==> config.mk <==
export PLATFORM = sky130hd
export DESIGN_NAME = rr_arbiter_8
export DESIGN_NICKNAME = d
export VERILOG_FILES = /design/src/rtl/arb_pkg.sv /design/src/rtl/rr_priority_pick.sv /design/src/rtl/rr_arbiter_8.sv
export SDC_FILE = /design/constraint.sdc
export NUM_CORES = 1
export LEC_CHECK = 0
export ABC_AREA = 1
export BUFFER_PORTS_ARGS = -buffer_cell sky130_fd_sc_hd__buf_2
export CORE_AREA = 2 2 63 65
export CTS_BUF_LIST = sky130_fd_sc_hd__clkbuf_4
export CTS_CLUSTER_SIZE = 12
export DETAILED_ROUTE_END_ITERATION = 10
export DIE_AREA = 0 0 65 67
export PLACE_DENSITY = 0.81
export SLEW_MARGIN = 20
export SYNTH_ARGS = -nofsm -noshare
export SYNTH_HDL_FRONTEND = slang
export SYNTH_HIERARCHICAL = 1
export SYNTH_SLANG_ARGS = --single-unit
==> constraint.sdc <==
create_clock -name clk -period 2.8 [get_ports clk]
set_input_delay 0.28 -clock clk [delete_from_list [all_inputs] [get_ports clk]]
set_output_delay 0.28 -clock clk [all_outputs]
set_load 0.05 [all_outputs]
==> src/rtl/arb_pkg.sv <==
// arb_pkg: shared state type and one-hot encode helper for the round-robin arbiter
package arb_pkg;

    typedef enum logic {IDLE, GRANT} arb_state_t;

    localparam int ARB_N = 8;

    function automatic logic [2:0] onehot_to_idx(input logic [7:0] oh);
        logic [2:0] idx;
        idx = '0;
        for (int i = 0; i < 8; i++) if (oh[i]) idx = 3'(i);
        return idx;
    endfunction

endpackage

==> src/rtl/rr_priority_pick.sv <==
// rr_priority_pick: first set request bit at or after ptr, wrapping modulo N
module rr_priority_pick #(
    parameter int N     = 8,
    parameter int IDX_W = $clog2(N)
) (
    input  logic [N-1:0]     req,
    input  logic [IDX_W-1:0] ptr,
    output logic [IDX_W-1:0] pick_idx,
    output logic             pick_valid
);

    logic [N-1:0]     rot;
    logic [IDX_W-1:0] off;

    // rotate so ptr lands at bit 0, take the lowest set bit, then undo the rotation
    always_comb begin
        rot = '0;
        for (int i = 0; i < N; i++) rot[i] = req[(i + int'(ptr)) % N];
        off = '0;
        for (int i = N - 1; i >= 0; i--) if (rot[i]) off = IDX_W'(i);
        pick_valid = |req;
        pick_idx = IDX_W'((int'(off) + int'(ptr)) % N);
    end

endmodule

==> src/rtl/rr_arbiter_8.sv <==
// rr_arbiter_8: round-robin arbiter with grant hold and forced release after MAX_HOLD cycles
module rr_arbiter_8 import arb_pkg::*; #(
    parameter int N        = 8,
    parameter int IDX_W    = $clog2(N),
    parameter int MAX_HOLD = 16
) (
    input  logic             clk,
    input  logic             rst,
    input  logic [N-1:0]     req,
    output logic [N-1:0]     grant,
    output logic [IDX_W-1:0] grant_idx,
    output logic             grant_valid,
    output logic             timeout
);

    localparam int HC_W = $clog2(MAX_HOLD + 2);

    arb_state_t       state_q, state_d;
    logic [IDX_W-1:0] ptr_q, ptr_d, grant_idx_q, grant_idx_d, pick_idx, next_ptr;
    logic [HC_W-1:0]  hold_cnt_q, hold_cnt_d;
    logic [N-1:0]     grant_q, grant_d;
    logic             grant_valid_q, grant_valid_d, timeout_q, timeout_d;
    logic             pick_valid, owner_req, hold_max, release_now;

    rr_priority_pick #(.N(N), .IDX_W(IDX_W)) u_pick (
        .req       (req),
        .ptr       (ptr_q),
        .pick_idx  (pick_idx),
        .pick_valid(pick_valid)
    );

    assign owner_req   = req[grant_idx_q];
    assign hold_max    = (MAX_HOLD != 0) && (hold_cnt_q >= HC_W'(MAX_HOLD));
    assign release_now = !owner_req || hold_max;
    assign next_ptr    = (grant_idx_q == IDX_W'(N - 1)) ? '0 : grant_idx_q + 1'b1;

    // next-state: pick a new owner when idle, hold or release the current owner otherwise
    always_comb begin
        state_d       = state_q;
        ptr_d         = ptr_q;
        hold_cnt_d    = hold_cnt_q;
        grant_d       = grant_q;
        grant_idx_d   = grant_idx_q;
        grant_valid_d = grant_valid_q;
        timeout_d     = 1'b0;
        if (state_q == IDLE) begin
            if (pick_valid) begin
                state_d       = GRANT;
                grant_d       = N'(1) << pick_idx;
                grant_idx_d   = pick_idx;
                grant_valid_d = 1'b1;
                hold_cnt_d    = HC_W'(1);
            end
        end else if (release_now) begin
            state_d       = IDLE;
            grant_d       = '0;
            grant_idx_d   = '0;
            grant_valid_d = 1'b0;
            hold_cnt_d    = '0;
            ptr_d         = next_ptr;
            timeout_d     = owner_req;
        end else begin
            hold_cnt_d = (&hold_cnt_q) ? hold_cnt_q : hold_cnt_q + 1'b1;
        end
    end

    // state and output registers, cleared by synchronous reset
    always_ff @(posedge clk) begin
        if (rst) begin
            state_q       <= IDLE;
            ptr_q         <= '0;
            hold_cnt_q    <= '0;
            grant_q       <= '0;
            grant_idx_q   <= '0;
            grant_valid_q <= 1'b0;
            timeout_q     <= 1'b0;
        end else begin
            state_q       <= state_d;
            ptr_q         <= ptr_d;
            hold_cnt_q    <= hold_cnt_d;
            grant_q       <= grant_d;
            grant_idx_q   <= grant_idx_d;
            grant_valid_q <= grant_valid_d;
            timeout_q     <= timeout_d;
        end
    end

    assign grant       = grant_q;
    assign grant_idx   = grant_idx_q;
    assign grant_valid = grant_valid_q;
    assign timeout     = timeout_q;

endmodule
---- Word level (Yosys, flattened, before mapping) ----
Index checks and enable logic that the tools add are counted.
word-level totals
  input bits .............................. 10
  register bits after elaboration ......... 22
  output and inout bits ................... 13
cells by class
  add/subtract/negate cells ............... 10
  multiplexer cells ....................... 50
  reductions and logical operators ........ 16
  $lt $le $gt $ge ......................... 10
  eq/ne operators ......................... 3
  bitwise gates (word level) .............. 9
  shift-type cells ........................ 1
operators by type and width
  cell                 number
  $mux 3               12
  $lt 4x5->1 const B   7
  $bmux 1 s3           9
  $mux 8               3
  $reduce_or 3->1      8
  $mux 1               22
  $mux 5               4
  $add 3x3->3 const A  4
  $lt 3x4->1 const B   2
  $reduce_or 8->1      1
  $shl 1x3->8 const A  1
  $and 1x1->1 const A  7
  $add 2x3->3 const A  2
  $reduce_and 2->1     3
  $add 5x1->5 const B  1
  $ge 5x5->1 const B   1
  $reduce_and 5->1     1
  $add 1x3->3 const A  1
  $add 3x1->3 const B  1
  $add 3x3->3          1
  $eq 3x3->1 const B   1
  $ne 3x3->1 const B   1
  $ne 2x1->1 const B   1
  $not 1->1            2
  other kinds (3)      3

---- Depth between registers and ports, before layout ----
  depth after elaboration ................. 18
  mapped depth ............................ 26
  mapped depth without buffers ............ 25

---- Modules after synthesis ----
Netlist, hierarchy kept.
modules (own cells, without submodules)
  module            area each (um2)  cells each  sequential area each (um2)  instances
  rr_arbiter_8      1179.9           168         440.4                       1
  rr_priority_pick  570.5            107         0.0                         1

---- Worst setup path after synthesis ----
No wires, ideal clock.
  path kind ............................... reg2reg
  from .................................... register ptr_q[1]
  to ...................................... register grant_q[0] (netlist: grant[0])
  path buffers ............................ 0
  setup time .............................. 0.070 ns
  arrival ................................. 2.964 ns
  cell stages (with the launch flop) ...... 23
  clock period less this slack ............ 3.034 ns
  path slack .............................. -0.234 ns
  cells stage by stage .................... dfxtp_1 > inv_1 > ha_1 > inv_1 > nand3_1 > nand3_1 > nand2_1 > nand2_1 > nand2_1 > nand2_1 > nand2_1 > nand2_1 > a21oi_1 > ha_1 > inv_1 > fa_1 > xor2_1 > nand3b_1 > nand2_1 > inv_1 > nor2_1 > nand2_1 > a21oi_1
on the way
  longest elaborated chain between the ends .. 16
  elaborated cells between the ends (all ways) .. 42
ends and longest elaborated chain
  item                                       line                    source
  start: declaration                         rr_arbiter_8.sv:19      logic [IDX_W-1:0] ptr_q, ptr_d, grant_idx_q, grant_idx_d, pick_idx, next_ptr;
  start signal: assignment                   rr_arbiter_8.sv:79      ptr_q <= ptr_d;
  $add 3x3->3                                rr_priority_pick.sv:18  for (int i = 0; i < N; i++) rot[i] = req[(i + int'(ptr)) % N];
  $bmux 1 s3                                 rr_priority_pick.sv:18
  $mux 1 (implied by the code) (2 in a row)  rr_priority_pick.sv:18
  $mux 3 (8 in a row)                        rr_priority_pick.sv:20  for (int i = N - 1; i >= 0; i--) if (rot[i]) off = IDX_W'(i);
  $add 3x3->3 *                              rr_priority_pick.sv:22  pick_idx = IDX_W'((int'(off) + int'(ptr)) % N);
  via pick_idx[2]                            rr_arbiter_8.sv:19
  $shl 1x3->8 *                              rr_arbiter_8.sv:49      grant_d = N'(1) << pick_idx;
  $mux 8 *                                   rr_arbiter_8.sv:47      if (pick_valid) begin
  $mux 8 *                                   rr_arbiter_8.sv:46      if (state_q == IDLE) begin
  end signal: assignment                     rr_arbiter_8.sv:81      grant_q <= grant_d;
  end: declaration                           rr_arbiter_8.sv:21      logic [N-1:0] grant_q, grant_d;
The timed path passes the listed nets; every way through them passes the cells marked *. The select of a mux whose other input is x is not followed.
A chain may end at the register's enable or synchronous reset.

---- Worst setup path in the final report ----
  from .................................... register ptr_q[1]
  to ...................................... register grant_q[5] (netlist: grant[5])
The elaborated chain is that of the path after synthesis.

==> results.sh <==
export IMPL_drc_errors=0
export IMPL_ctsHtreeMaxLevel=1
export IMPL_n_antenna_cell=0
export IMPL_hold_viol=0
export IMPL_fin_ws_ns=-0.0135
export IMPL_skew_ns=0.00445
export IMPL_fmax_mhz=355
export IMPL_port_buffers=22
export IMPL_violations="negative setup slack"
export IMPL_synth_seq_cells=22
export IMPL_drt_iter0_drc=51
export IMPL_tns_ns=-0.0196
export IMPL_syn_area_mm2=0.00175
export IMPL_synth_cell_types=29
export IMPL_postPlaceCellArea_mm2=0.00196
export IMPL_crit_type="flip-flop to flip-flop"
export IMPL_drive_above_1_share_pct=34.1
export IMPL_fin_area_mm2=0.00213
export IMPL_netlist_instances=275
export IMPL_grt_pass1_wl_mm=6.84
export IMPL_path_common_cell="nand2_1"
export IMPL_die_h_um=67
export IMPL_coreArea_mm2=0.00361
export IMPL_dr_pass1_iters=4
export IMPL_drtAntennaViolNets=0
export IMPL_path_max_fanout=5
export IMPL_layout_common_cells="77 x nand2_1, 31 x inv_1, 30 x nand3_1"
export IMPL_drt_wirelength_per_cell_um=11.6
export IMPL_arrival_ns=3.07
export IMPL_final_nets=327
export IMPL_worstSetupStartpointType="flip-flop"
export IMPL_crit_slowest_cell="dfxtp_2"
export IMPL_synth_edf_count=0
export IMPL_numCtsBuffers=3
export IMPL_rsz0062_at_grt="yes"
export IMPL_synthArstFlopShare_pct=0
export IMPL_setup_viol=3
export IMPL_insertion_delay_ns=0.31
export IMPL_start_util_pct=48.5
export IMPL_vias=1791
export IMPL_avgSynthCellArea_um2=6.37
export IMPL_place_gp_congestion=0.835
export IMPL_dp_cells=349
export IMPL_synth_main_ff_cell="dfxtp_1"
export IMPL_pin_count=23
export IMPL_dp_slack_ns=-0.116
export IMPL_cts_tree="built"
export IMPL_cts_root_buffer="clkbuf_4"
export IMPL_die_x_um=65
export IMPL_gr_total_overflow=0
export IMPL_grt_pass1_vias=1664
export IMPL_clkSinkCount=22
export IMPL_tightest_slew_ns=0.507
export IMPL_status="complete, but fails checks"
export IMPL_gr_usage_all_layers_pct=19.7
export IMPL_drt_total_wl_mm=4.14
export IMPL_hold_buffers=0
export IMPL_period_needed_ns=2.81
export IMPL_layout_commonest_cell="nand2_1"
export IMPL_rows=22
export IMPL_p_total_mw=2.32
export IMPL_syn_num_nets=293
export IMPL_stdcell_count=356
export IMPL_period_share_pct=100
export IMPL_ctsLongestPathBuffers=2
export IMPL_rrSetupSlack_ns=-0.01
export IMPL_slew_viol_final=0
export IMPL_vdd_ir_drop_max_mv=0.538
export IMPL_vias_per_cell=5.03
export IMPL_hp_class="input pin to flip-flop"
export IMPL_antenna_found_initial=0
export IMPL_required_ns=3.06
export IMPL_yosysWarnings=6
export IMPL_powerDensity_mw_per_mm2=1090
export IMPL_fill_cells=353
export IMPL_path_clk_slew_ns=0.13
export IMPL_max_stage_delay_ns=0.38
export IMPL_syn_to_final_growth_pct=21.4
export IMPL_p_leak_nw=1.07
export IMPL_yosysSeqAreaShare_pct=25.2
export IMPL_maxCapViolCount=0
export IMPL_dp_hpwl_mm=3.11
export IMPL_endpoint_kind="flip-flop"
export IMPL_crit_chain="inv_2, ha_4, inv_4, nand3_2, nand2_2, nand2_1, nand2_1, nand2_1, nand2_1, nand2_1, nand2_2, a21oi_2, ha_2, inv_2, fa_2, xor2_2, nand3b_1, nand2_1, inv_2, nand2_2, inv_2, nand2_1, a21oi_2"
export IMPL_maxSlewHeadroom_pct=66.1
export IMPL_grt_max_degree=21
export IMPL_dieArea_mm2=0.00436
==> repair_timing <==
item / in CTS / in global routing
hold endpoints to repair: 0 / 0
buffers inserted: 4 / 0
resized for setup: 19 / 9
endpoints found under the setup margin: 9 / 9
pin swaps: 16 / 7
==> state kept, by name, summed over array words and instances (netlist names) <==
signal	flops
grant	8
hold_cnt_q	5
grant_idx	3
ptr_q	3
grant_valid	1
state_q	1
timeout	1
==> through the flow <==
stage | utilization [%] | hold WS (ns)
6_report | 59.0 | 0.317
5_1_grt | 59.0 | 0.314
3_3_place_gp | 54.3 | 0.465
3_5_place_dp | 54.3 | 0.467
2_1_floorplan | - | 0.342
4_1_cts | 57.9 | 0.290
==> Yosys cell counts, types with 3 or more instances <==
master / n / area share, %
a21oi_1: 12 / 3.4
buf_6: 4 / 2.6
dfxtp_1: 22 / 25
ha_1: 7 / 5.0
inv_1: 36 / 7.7
inv_2: 3 / 0.64
nand2_1: 85 / 18
nand2_2: 12 / 4.3
nand3_1: 35 / 10
nand3_2: 10 / 5.7
nand4_1: 5 / 1.8
nor2_1: 22 / 4.7
==> area by class of cell <==
class                           count  area (um^2)  share of cell area (%)
Clock buffer                        3         22.5                    1.06
Clock inverter                      1         30.0                    1.41
Inverter                           41          163                    7.65
Multi-Input combinational cell    206         1200                    56.3
Sequential cell                    22          447                    21.0
Tap cell                           48         60.1                    2.83
Timing Repair Buffer               35          208                    9.77
==> worst max-delay path, delay by kind of cell (launching register included) <==
family | cells | cell delay, ns
XOR/XNOR | 1 | 0.14
buffers and inverters | 5 | 0.31
AO/OA/AOI/OAI | 2 | 0.25
flip-flops | 1 | 0.38
AND/OR/NAND/NOR | 12 | 0.84
adder cells (fa/ha/maj) | 3 | 0.82
==> per-layer routing <==
layer	vias up	wire (um)	share of wire (%)	GRT usage [%]
met5	-	0	0	0
met4	0	31	0.75	5.05
met3	4	140	3.4	2.36
met2	36	1980	48	34.5
met1	818	1980	48	25.4
li1	933	-	-	-
==> kinds of logic (layout without fill, tap and decap cells) <==
group	after synthesis	after routing	share of synthesized area (%)
adders and majority gates	8	8	6.15
DFF	22	22	25.2
and+or+nand+nor	177	177	48.2
AOI/OAI and AO/OA	16	16	5.29
buffers and inverters	47	80	12.2
xor gates and xnor gates	5	5	2.93
==> power by group <==
part	total, mW	leakage, nW	switching, mW	internal [mW]
clock	0.248	0.0279	0.103	0.145
sequential	0.471	0.181	0.0797	0.391
combinational	1.60	0.859	1.04	0.566
==> final timing paths <==
path	start	endpoint	cells after the start
worst max register to register	ptr_q[1]$_SDFFE_PP0P_	grant[5]$_SDFFE_PP0P_	23
worst max-delay path	ptr_q[1]$_SDFFE_PP0P_	grant[5]$_SDFFE_PP0P_	23
worst min register to register	grant[1]$_SDFFE_PP0P_	grant[1]$_SDFFE_PP0P_	2
worst min-delay path	rst	grant[6]$_SDFFE_PP0P_	2
Power figures use the tool's default switching activity.
